File: src/rtl/lc4_mem_pkg.sv
// Shared types for the LC4 unified-memory arbiter: owner tags, round-robin
// encoding and default widths.
package lc4_mem_pkg;
    localparam int WORD_SIZE_DEF    = 16;
    localparam int ADDR_WIDTH_DEF   = 16;
    localparam int STARVE_LIMIT_DEF = 4;
    localparam int STREAK_W         = 4;

    typedef enum logic [1:0] {
        OWN_NONE = 2'd0,
        OWN_L    = 2'd1,
        OWN_I    = 2'd2,
        OWN_D    = 2'd3
    } owner_e;

    typedef enum logic {
        RR_I = 1'b0,
        RR_D = 1'b1
    } rr_e;
endpackage

File: src/rtl/lc4_rr2.sv
// Two-way round-robin picker between instruction fetch and data access.
// The requester that was not served last wins a tie.
module lc4_rr2
    import lc4_mem_pkg::*;
(
    input  logic clk,
    input  logic rst,
    input  logic i_en,
    input  logic i_req_i,
    input  logic i_req_d,
    output logic o_gnt_i,
    output logic o_gnt_d
);
    rr_e r_last;

    always_comb begin
        o_gnt_i = i_en & i_req_i & (~i_req_d | (r_last == RR_D));
        o_gnt_d = i_en & i_req_d & (~i_req_i | (r_last == RR_I));
    end

    // Reset to D so fetch wins the first tie.
    always_ff @(posedge clk or negedge rst) begin
        if (!rst)         r_last <= RR_D;
        else if (o_gnt_i) r_last <= RR_I;
        else if (o_gnt_d) r_last <= RR_D;
    end
endmodule

File: src/rtl/lc4_mem_arbiter.sv
// Arbitrates one synchronous-read memory between loader, fetch and data ports,
// with loader priority bounded by a starvation counter and a 1-cycle read return.
module lc4_mem_arbiter
    import lc4_mem_pkg::*;
#(
    parameter int WORD_SIZE    = WORD_SIZE_DEF,
    parameter int ADDR_WIDTH   = ADDR_WIDTH_DEF,
    parameter int STARVE_LIMIT = STARVE_LIMIT_DEF
) (
    input  logic                  clk,
    input  logic                  rst,
    input  logic                  l_req,
    input  logic                  l_we,
    input  logic [ADDR_WIDTH-1:0] l_addr,
    input  logic [WORD_SIZE-1:0]  l_wdata,
    output logic                  l_gnt,
    output logic                  l_rvalid,
    input  logic                  i_req,
    input  logic [ADDR_WIDTH-1:0] i_addr,
    output logic                  i_gnt,
    output logic                  i_rvalid,
    input  logic                  d_req,
    input  logic                  d_we,
    input  logic [ADDR_WIDTH-1:0] d_addr,
    input  logic [WORD_SIZE-1:0]  d_wdata,
    output logic                  d_gnt,
    output logic                  d_rvalid,
    output logic [WORD_SIZE-1:0]  rdata,
    output logic                  mem_en,
    output logic                  mem_we,
    output logic [ADDR_WIDTH-1:0] mem_addr,
    output logic [WORD_SIZE-1:0]  mem_wdata,
    input  logic [WORD_SIZE-1:0]  mem_rdata
);
    localparam logic [STREAK_W-1:0] LIMIT = STREAK_W'(STARVE_LIMIT);

    logic [STREAK_W-1:0] r_streak;
    owner_e              r_own;
    owner_e              w_rd_own;
    logic                w_id_req;
    logic                w_l_win;
    logic                w_i_gnt;
    logic                w_d_gnt;

    // Loader loses priority only once it has used up its streak while I/D wait.
    assign w_id_req = i_req | d_req;
    assign w_l_win  = rst & l_req & ~((r_streak == LIMIT) & w_id_req);

    lc4_rr2 u_rr2 (
        .clk     (clk),
        .rst     (rst),
        .i_en    (rst & ~w_l_win),
        .i_req_i (i_req),
        .i_req_d (d_req),
        .o_gnt_i (w_i_gnt),
        .o_gnt_d (w_d_gnt)
    );

    assign l_gnt = w_l_win;
    assign i_gnt = w_i_gnt;
    assign d_gnt = w_d_gnt;

    always_comb begin
        mem_en    = w_l_win | w_i_gnt | w_d_gnt;
        mem_we    = 1'b0;
        mem_addr  = '0;
        mem_wdata = '0;
        w_rd_own  = OWN_NONE;
        if (w_l_win) begin
            mem_we    = l_we;
            mem_addr  = l_addr;
            mem_wdata = l_wdata;
            w_rd_own  = l_we ? OWN_NONE : OWN_L;
        end else if (w_i_gnt) begin
            mem_addr  = i_addr;
            w_rd_own  = OWN_I;
        end else if (w_d_gnt) begin
            mem_we    = d_we;
            mem_addr  = d_addr;
            mem_wdata = d_wdata;
            w_rd_own  = d_we ? OWN_NONE : OWN_D;
        end
    end

    always_ff @(posedge clk or negedge rst) begin
        if (!rst) begin
            r_streak <= '0;
            r_own    <= OWN_NONE;
        end else begin
            r_own <= w_rd_own;
            if (w_i_gnt | w_d_gnt | ~w_id_req)
                r_streak <= '0;
            else if (w_l_win && r_streak != LIMIT)
                r_streak <= r_streak + 1'b1;
        end
    end

    assign l_rvalid = (r_own == OWN_L);
    assign i_rvalid = (r_own == OWN_I);
    assign d_rvalid = (r_own == OWN_D);
    assign rdata    = mem_rdata;
endmodule
File: config.mk
export PLATFORM = sky130hd
export DESIGN_NAME = lc4_mem_arbiter
export DESIGN_NICKNAME = d
export VERILOG_FILES = /design/src/rtl/lc4_mem_pkg.sv /design/src/rtl/lc4_rr2.sv /design/src/rtl/lc4_mem_arbiter.sv
export SDC_FILE = /design/constraint.sdc
export NUM_CORES = 1
export LEC_CHECK = 0
export ABC_AREA = 0
export CAP_MARGIN = 0
export CORE_MARGIN = 8
export CORE_UTILIZATION = 27
export CTS_CLUSTER_DIAMETER = 150
export CTS_CLUSTER_SIZE = 10
export DETAILED_ROUTE_END_ITERATION = 8
export PLACE_DENSITY = 0.92
export SYNTH_ARGS = -nofsm -noshare
export SYNTH_HDL_FRONTEND = slang
export SYNTH_SLANG_ARGS = --single-unit
File: constraint.sdc
create_clock -name clk -period 5.5 [get_ports clk]
set_input_delay 1.1 -clock clk [delete_from_list [all_inputs] [get_ports clk]]
set_output_delay 1.1 -clock clk [all_outputs]
set_load 0.02 [all_outputs]
# Word level (Yosys, flattened, before mapping)
# Cells that the tools add are included.
dict set report classes {
  n_bitwise 21
  muxes 18
  eq_ne 5
  n_addsub 1
  reduce_logical 3
}
# op count
set ops {}
lappend ops {{16-bit 2-to-1 mux} 6}
lappend ops {{1-bit bitwise AND} 8}
lappend ops {{2-bit 2-to-1 mux} 4}
lappend ops {{4-bit 2-to-1 mux} 2}
lappend ops {{1-bit OR} 7}
lappend ops {{1-bit 2-to-1 mux} 6}
lappend ops {{1-bit NOT} 6}
lappend ops {{4-bit by 1-bit adder with 4-bit output (second input constant)} 1}
lappend ops {{2-bit == test (second input constant)} 2}
lappend ops {{4-bit by 3-bit == test with 1-bit output (second input constant)} 1}
lappend ops {{4-bit by 3-bit inequality test with 1-bit output (second input constant)} 1}
lappend ops {{2-bit nonzero test} 2}
lappend ops {{2-bit by 1-bit == test with 1-bit output (second input constant)} 1}
lappend ops {{1-bit logical AND} 1}
dict set report totals {
  register_bits 7
  out_inout_bits 56
  inputBits 103
  wordCells 51
}

# Logic depth before layout (Yosys ltp)
dict set report logic_depth {
  ltp_word 11
  depth_mapped 7
  ltp_nobuf 5
}

# By module
# From an unflattened synthesis, not the netlist that was laid out.
dict set report hier_totals {
  hier_cells 161
  area_unflattened_um2 1292.5
}
# mod n_inst seq_area_each_um2 area_per_inst_um2 cells_each
set by_module_without_submodules {}
lappend by_module_without_submodules {lc4_mem_arbiter 1 150.1 1229.9 153}
lappend by_module_without_submodules {lc4_rr2 1 26.3 62.6 8}

# Worst setup path after synthesis
# No wires, ideal clock.
dict set report synth_path {
  kind {in2out}
  start {input port d_req}
  end {output port mem_wdata[10]}
  path_buffers 2
  path_slack_ns 2.122
  required_ns 4.400
  path_stages 5
  arrival_time_ns 2.278
  cell_sequence {or2_1 > buf_2 > a21oi_2 > buf_4 > a22o_1}
}
dict set report synth_between {
  elab_chain_len 11
  word_cells_on_any_way 15
  cone_classes {3 x mux; 12 x bitwise}
}
# element line
set synth_rtl {}
lappend synth_rtl {{start, declared} lc4_mem_arbiter.sv:22} ;# input logic d_req,
lappend synth_rtl {{1-bit OR *} lc4_mem_arbiter.sv:46} ;# assign w_id_req = i_req | d_req;
lappend synth_rtl {{1-bit bitwise AND *} lc4_mem_arbiter.sv:47} ;# assign w_l_win = rst & l_req & ~((r_streak == LIMIT) & w_id_req);
lappend synth_rtl {{1-bit NOT *} lc4_mem_arbiter.sv:47}
lappend synth_rtl {{1-bit bitwise AND *} lc4_mem_arbiter.sv:47}
lappend synth_rtl {{via l_gnt} lc4_mem_arbiter.sv:16} ;# output logic l_gnt,
lappend synth_rtl {{1-bit NOT} lc4_mem_arbiter.sv:52} ;# .i_en (rst & ~w_l_win),
lappend synth_rtl {{1-bit bitwise AND} lc4_mem_arbiter.sv:52}
lappend synth_rtl {{1-bit bitwise AND (2 in series)} lc4_rr2.sv:18} ;# o_gnt_d = i_en & i_req_d & (~i_req_i | (r_last == RR_I));
lappend synth_rtl {{16-bit 2-to-1 mux} lc4_mem_arbiter.sv:77} ;# end else if (w_d_gnt) begin
lappend synth_rtl {{16-bit 2-to-1 mux} lc4_mem_arbiter.sv:74} ;# end else if (w_i_gnt) begin
lappend synth_rtl {{16-bit 2-to-1 mux *} lc4_mem_arbiter.sv:69} ;# if (w_l_win) begin
lappend synth_rtl {{end, declared} lc4_mem_arbiter.sv:32} ;# output logic [WORD_SIZE-1:0] mem_wdata,
# The timed path passes the listed nets; every way through them passes the cells marked *.

# Worst setup path after layout
dict set report layout_path {
  start {input port l_req}
  end {output port mem_addr[9]}
}
dict set report layout_between {
  elab_chain_len 9
  word_cells_on_any_way 11
  cone_classes {3 x mux; 8 x bitwise}
}
# element line
set layout_rtl {}
lappend layout_rtl {{start, declared} lc4_mem_arbiter.sv:12} ;# input logic l_req,
lappend layout_rtl {{1-bit bitwise AND * (2 in series)} lc4_mem_arbiter.sv:47}
lappend layout_rtl {{1-bit NOT} lc4_mem_arbiter.sv:52}
lappend layout_rtl {{1-bit bitwise AND} lc4_mem_arbiter.sv:52}
lappend layout_rtl {{1-bit bitwise AND (2 in series)} lc4_rr2.sv:18}
lappend layout_rtl {{16-bit 2-to-1 mux} lc4_mem_arbiter.sv:77}
lappend layout_rtl {{16-bit 2-to-1 mux} lc4_mem_arbiter.sv:74}
lappend layout_rtl {{16-bit 2-to-1 mux *} lc4_mem_arbiter.sv:69}
lappend layout_rtl {{end, declared} lc4_mem_arbiter.sv:31} ;# output logic [ADDR_WIDTH-1:0] mem_addr,
# Every way passes the cells marked *; elsewhere a longest branch is shown, timed or not.

==> summary.txt <==
Run status
  – Outcome: finished, final reports clean

Clock network
  – Number of sinks driven by the clock tree: 7
  – Number of levels the H-tree was split into: 1
  – Post CTS Setup Buffer Count: 0
  – Number of buffers inserted during clock tree synthesis: 3
  – Number of buffers on the longest clock path: 2
  – Clock Root Buffer: clkbuf_8
  – CTS Hold Bufs: 0
  – CTS clk-pin slew, worst paths: approximately 0.040 ns
  – Clock tree from TritonCTS: built
  – Clock insertion delay at the later pin of the skew report: ~0.23 ns
  – Number of gates given a new drive strength after cts: 0

Route
  – Number of nets with antenna violations after routing: 0
  – Total via count in the routed design: approximately 1600
  – Post-route DRC: 0
  – Count of routing violations after the opening detailed-route iteration: 43
  – Aggregate routed wire length: roughly 5.6 mm
  – Via-per-instance ratio: roughly 5.2
  – Mean routed wirelength per cell: 18.7 microns
  – First-pass iteration count of the detailed router: 4

Synth
  – Post-synth EDFFs: 0
  – Async set or reset register ratio after synthesis: between 90% and 100%
  – Number of instances in the synthesized netlist: about 140
  – Number of distinct library cells after synthesis: 30
  – Combined area of all synthesized cells: ~1200 sq um
  – Syn_area_per_cell: between 8 and 9 sq um
  – Register area share after synthesis: between 10% and 20%
  – Synthesized net count: 248
  – Most frequently used flop master after synthesis: dfrtp_1
  – Number of synthesized register bits: 7
  – Total of warnings raised by yosys: 0

Timing
  – Min Clock Period, post-route: 4.55 ns
  – Final worst slack: 0.947 ns
  – Number of setup violations in the final report: 0
  – Final Hold Vio Count: 0
  – Slew HR: 54.5%
  – Post-route setup TNS: 0 ns
  – Final worst path period share: slightly above 80%
  – Minimum hold slack: around 0.50 ns
  – Actual slew at the worst max-slew pin: around 0.68 ns
  – RSZ-0062 raised after global routing: no
  – Top achievable clock speed: about 220 MHz
  – Pins Over Slew Limit: 0
  – Max Clock Skew: approximately 0.00074 ns

Power
  – Leakage power total: around 0.0009 uW
  – Total power of the final layout: 324 uW
  – Power per unit of standard cell area: about 140 nW/um^2
  – Proportion of power drawn by flip-flops and latches: between 10% and 20%
  – Gate power share: between 50% and 60%
  – Sw Share: approximately 32%
  – Worst-case vdd ir drop: ~59 uV
  – Cell-internal power: 219 uW
  – Clock power share: a little under a quarter
  – NetSw: between 100 and 150 uW

Worst setup path
  – Arrival time of data at the critical path endpoint: between 3 and 4 ns
  – Cells on worst reg2reg path: 6
  – Worst setup path startpoint: l_req
  – Critical path cell sequence: clkdlybuf4s50_1, buf_4, nand2b_1, a221oi_4, buf_4, a221o_2, clkdlybuf4s50_1
  – Endpoint of the most critical register-to-register path: r_own[0]$_DFF_PN0_
  – Nature of the critical path startpoint: primary input
  – Critical Path Sink: mem_addr[9]
  – Maximum fanout along the worst path: 37
  – Class of the most critical setup path: in2out
  – Stage delay of the slowest cell on the critical path: slightly above 0.6 ns
  – Required time worst endpoint: about 4.4 ns
  – Internal reg-to-reg setup slack: 3.62 ns
  – Sort of element at the end of the critical path: output port
  – Crit path max-delay cell type: clkdlybuf4s50_1
  – Launching point of the worst reg2reg path: r_streak[0]$_DFFE_PN0P_

Final layout
  – Combined flip-flop and latch cell area: between 150 and 200 sq um
  – Area delta synth->final: 100%
  – Most used cells in the layout excluding fill and tap cells: clkdlybuf4s50_1 (124), nand3_1 (20), a21oi_1 (20)
  – Count of nets after finishing: between 300 and 400
  – Fraction of layout instances using a drive strength above 1: 13.7%
  – Cell area after layout: about 2400 sq um
  – Number of filler cells placed in the layout: between 400 and 500
  – Multi-input gate area: 769 sq um
  – N_diodes: 0
  – Most common cell after layout, fill and taps aside: clkdlybuf4s50_1

Global routing
  – Number of antenna violations at the first check in global routing: 0
  – Total global routing overflow: 0
  – Pin count of the biggest net entering global routing: 38
  – GRT Overall Usage: between 15 and 20%
  – Vias in the first global route: between 1500 and 2000
  – Wire length of the first global-routing pass: around 8 mm

Floorplanning
  – Die Y: around 80 microns
  – Overall die area: between 6000 and 7000 sq um
  – I/O pin total: approximately 160
  – Horiz. Die Dim: between 80 and 90 microns
  – Core Footprint: 4290 sq um
  – Starting density of the core: between 20% and 30%
  – Row cnt: 24

Placed design
  – Area post-placement: 2330 sq um
  – Post-detailed-placement half-perimeter wirelength: between 4 and 5 mm
  – Routability-driven placement congestion ratio: approximately 0.80
  – Pre-CTS setup slack: ~0.95 ns
  – Count of input and output buffers: 126

Flow run
  – Number of maximum-capacitance constraint violations: 0

Worst hold path
  – HP Class: reg2reg
-- registers in the layout, summed over array words and instances (netlist names) --
signal	count
r_streak	4
u_rr2.r_last	1
r_own	2
-- stage by stage --
stage	cells	utilization (%)
floorplan	143	-
detailed placement	297	54.4
CTS	301	55.4
global placement	297	54.4
global route	301	55.4
finish	301	55.4
-- worst max-delay path: cells and delay by family --
| family | cells | cell delay, ns |
|---|---|---|
| and+or+nand+nor | 1 | 0.26 |
| AOI/OAI and AO/OA | 2 | 0.47 |
| buffers and inverters | 4 | 1.61 |
-- layer usage --
layer | global-route usage [%] | routed length (microns)
met5 | 0 | 0
met4 | 5.44 | 51
met3 | 6.71 | 997
met2 | 27.6 | 2760
met1 | 14.7 | 1830
-- cells in the mapped netlist, drive strengths merged, types with 2 or more instances --
| cell | n | share of area [%] |
|---|---|---|
| ha | 2 | 2.1 |
| o21ai | 3 | 1.3 |
| nor2b | 3 | 1.6 |
| buf | 29 | 18 |
| nand3 | 20 | 8.4 |
| inv | 8 | 2.5 |
| a22o | 18 | 13 |
| a21oi | 21 | 9.2 |
| a221o | 16 | 15 |
| and2 | 2 | 1.1 |
| dfrtp | 6 | 13 |
-- area by class of cell --
| class | count | share of cell area, % |
|---|---|---|
| multi-input cells | 99 | 32.3 |
| inverters | 8 | 1.26 |
| flip-flops and latches | 7 | 7.41 |
| well taps | 52 | 2.73 |
| repair buffers | 131 | 54.4 |
| clock buffers | 4 | 1.89 |
-- logic make-up after synthesis --
logic type                 count (synthesis)  share of synthesized area (%)
buffers and inverters                     37                           20.3
AOI/OAI and AO/OA                         64                           45.3
DFF                                        7                           14.9
adders and majority gates                  2                           2.11
and+or+nand+nor                           33                           17.4
-- how the worst min path moves through the flow --
stage               slack, ns                        to  cells past startpoint                startpoint
finish                   0.50  u_rr2.r_last$_DFFE_PN1P_                      2  u_rr2.r_last$_DFFE_PN1P_
global route             0.52  u_rr2.r_last$_DFFE_PN1P_                      2  u_rr2.r_last$_DFFE_PN1P_
CTS                      0.51  u_rr2.r_last$_DFFE_PN1P_                      2  u_rr2.r_last$_DFFE_PN1P_
detailed placement       0.50  u_rr2.r_last$_DFFE_PN1P_                      2  u_rr2.r_last$_DFFE_PN1P_
global placement         0.49  u_rr2.r_last$_DFFE_PN1P_                      2  u_rr2.r_last$_DFFE_PN1P_
floorplan                0.48  u_rr2.r_last$_DFFE_PN1P_                      2  u_rr2.r_last$_DFFE_PN1P_
-- power groups by stage --
stage	clock [uW]	combinational [uW]	sequential, uW
floorplan	0	96.7	61.0
global placement	0	187	61.6
detailed placement	0	190	61.8
CTS	75.9	191	61.1
global route	79.3	201	61.4
finish	74.5	188	61.1
No activity file was read; power rests on OpenSTA's default activity.
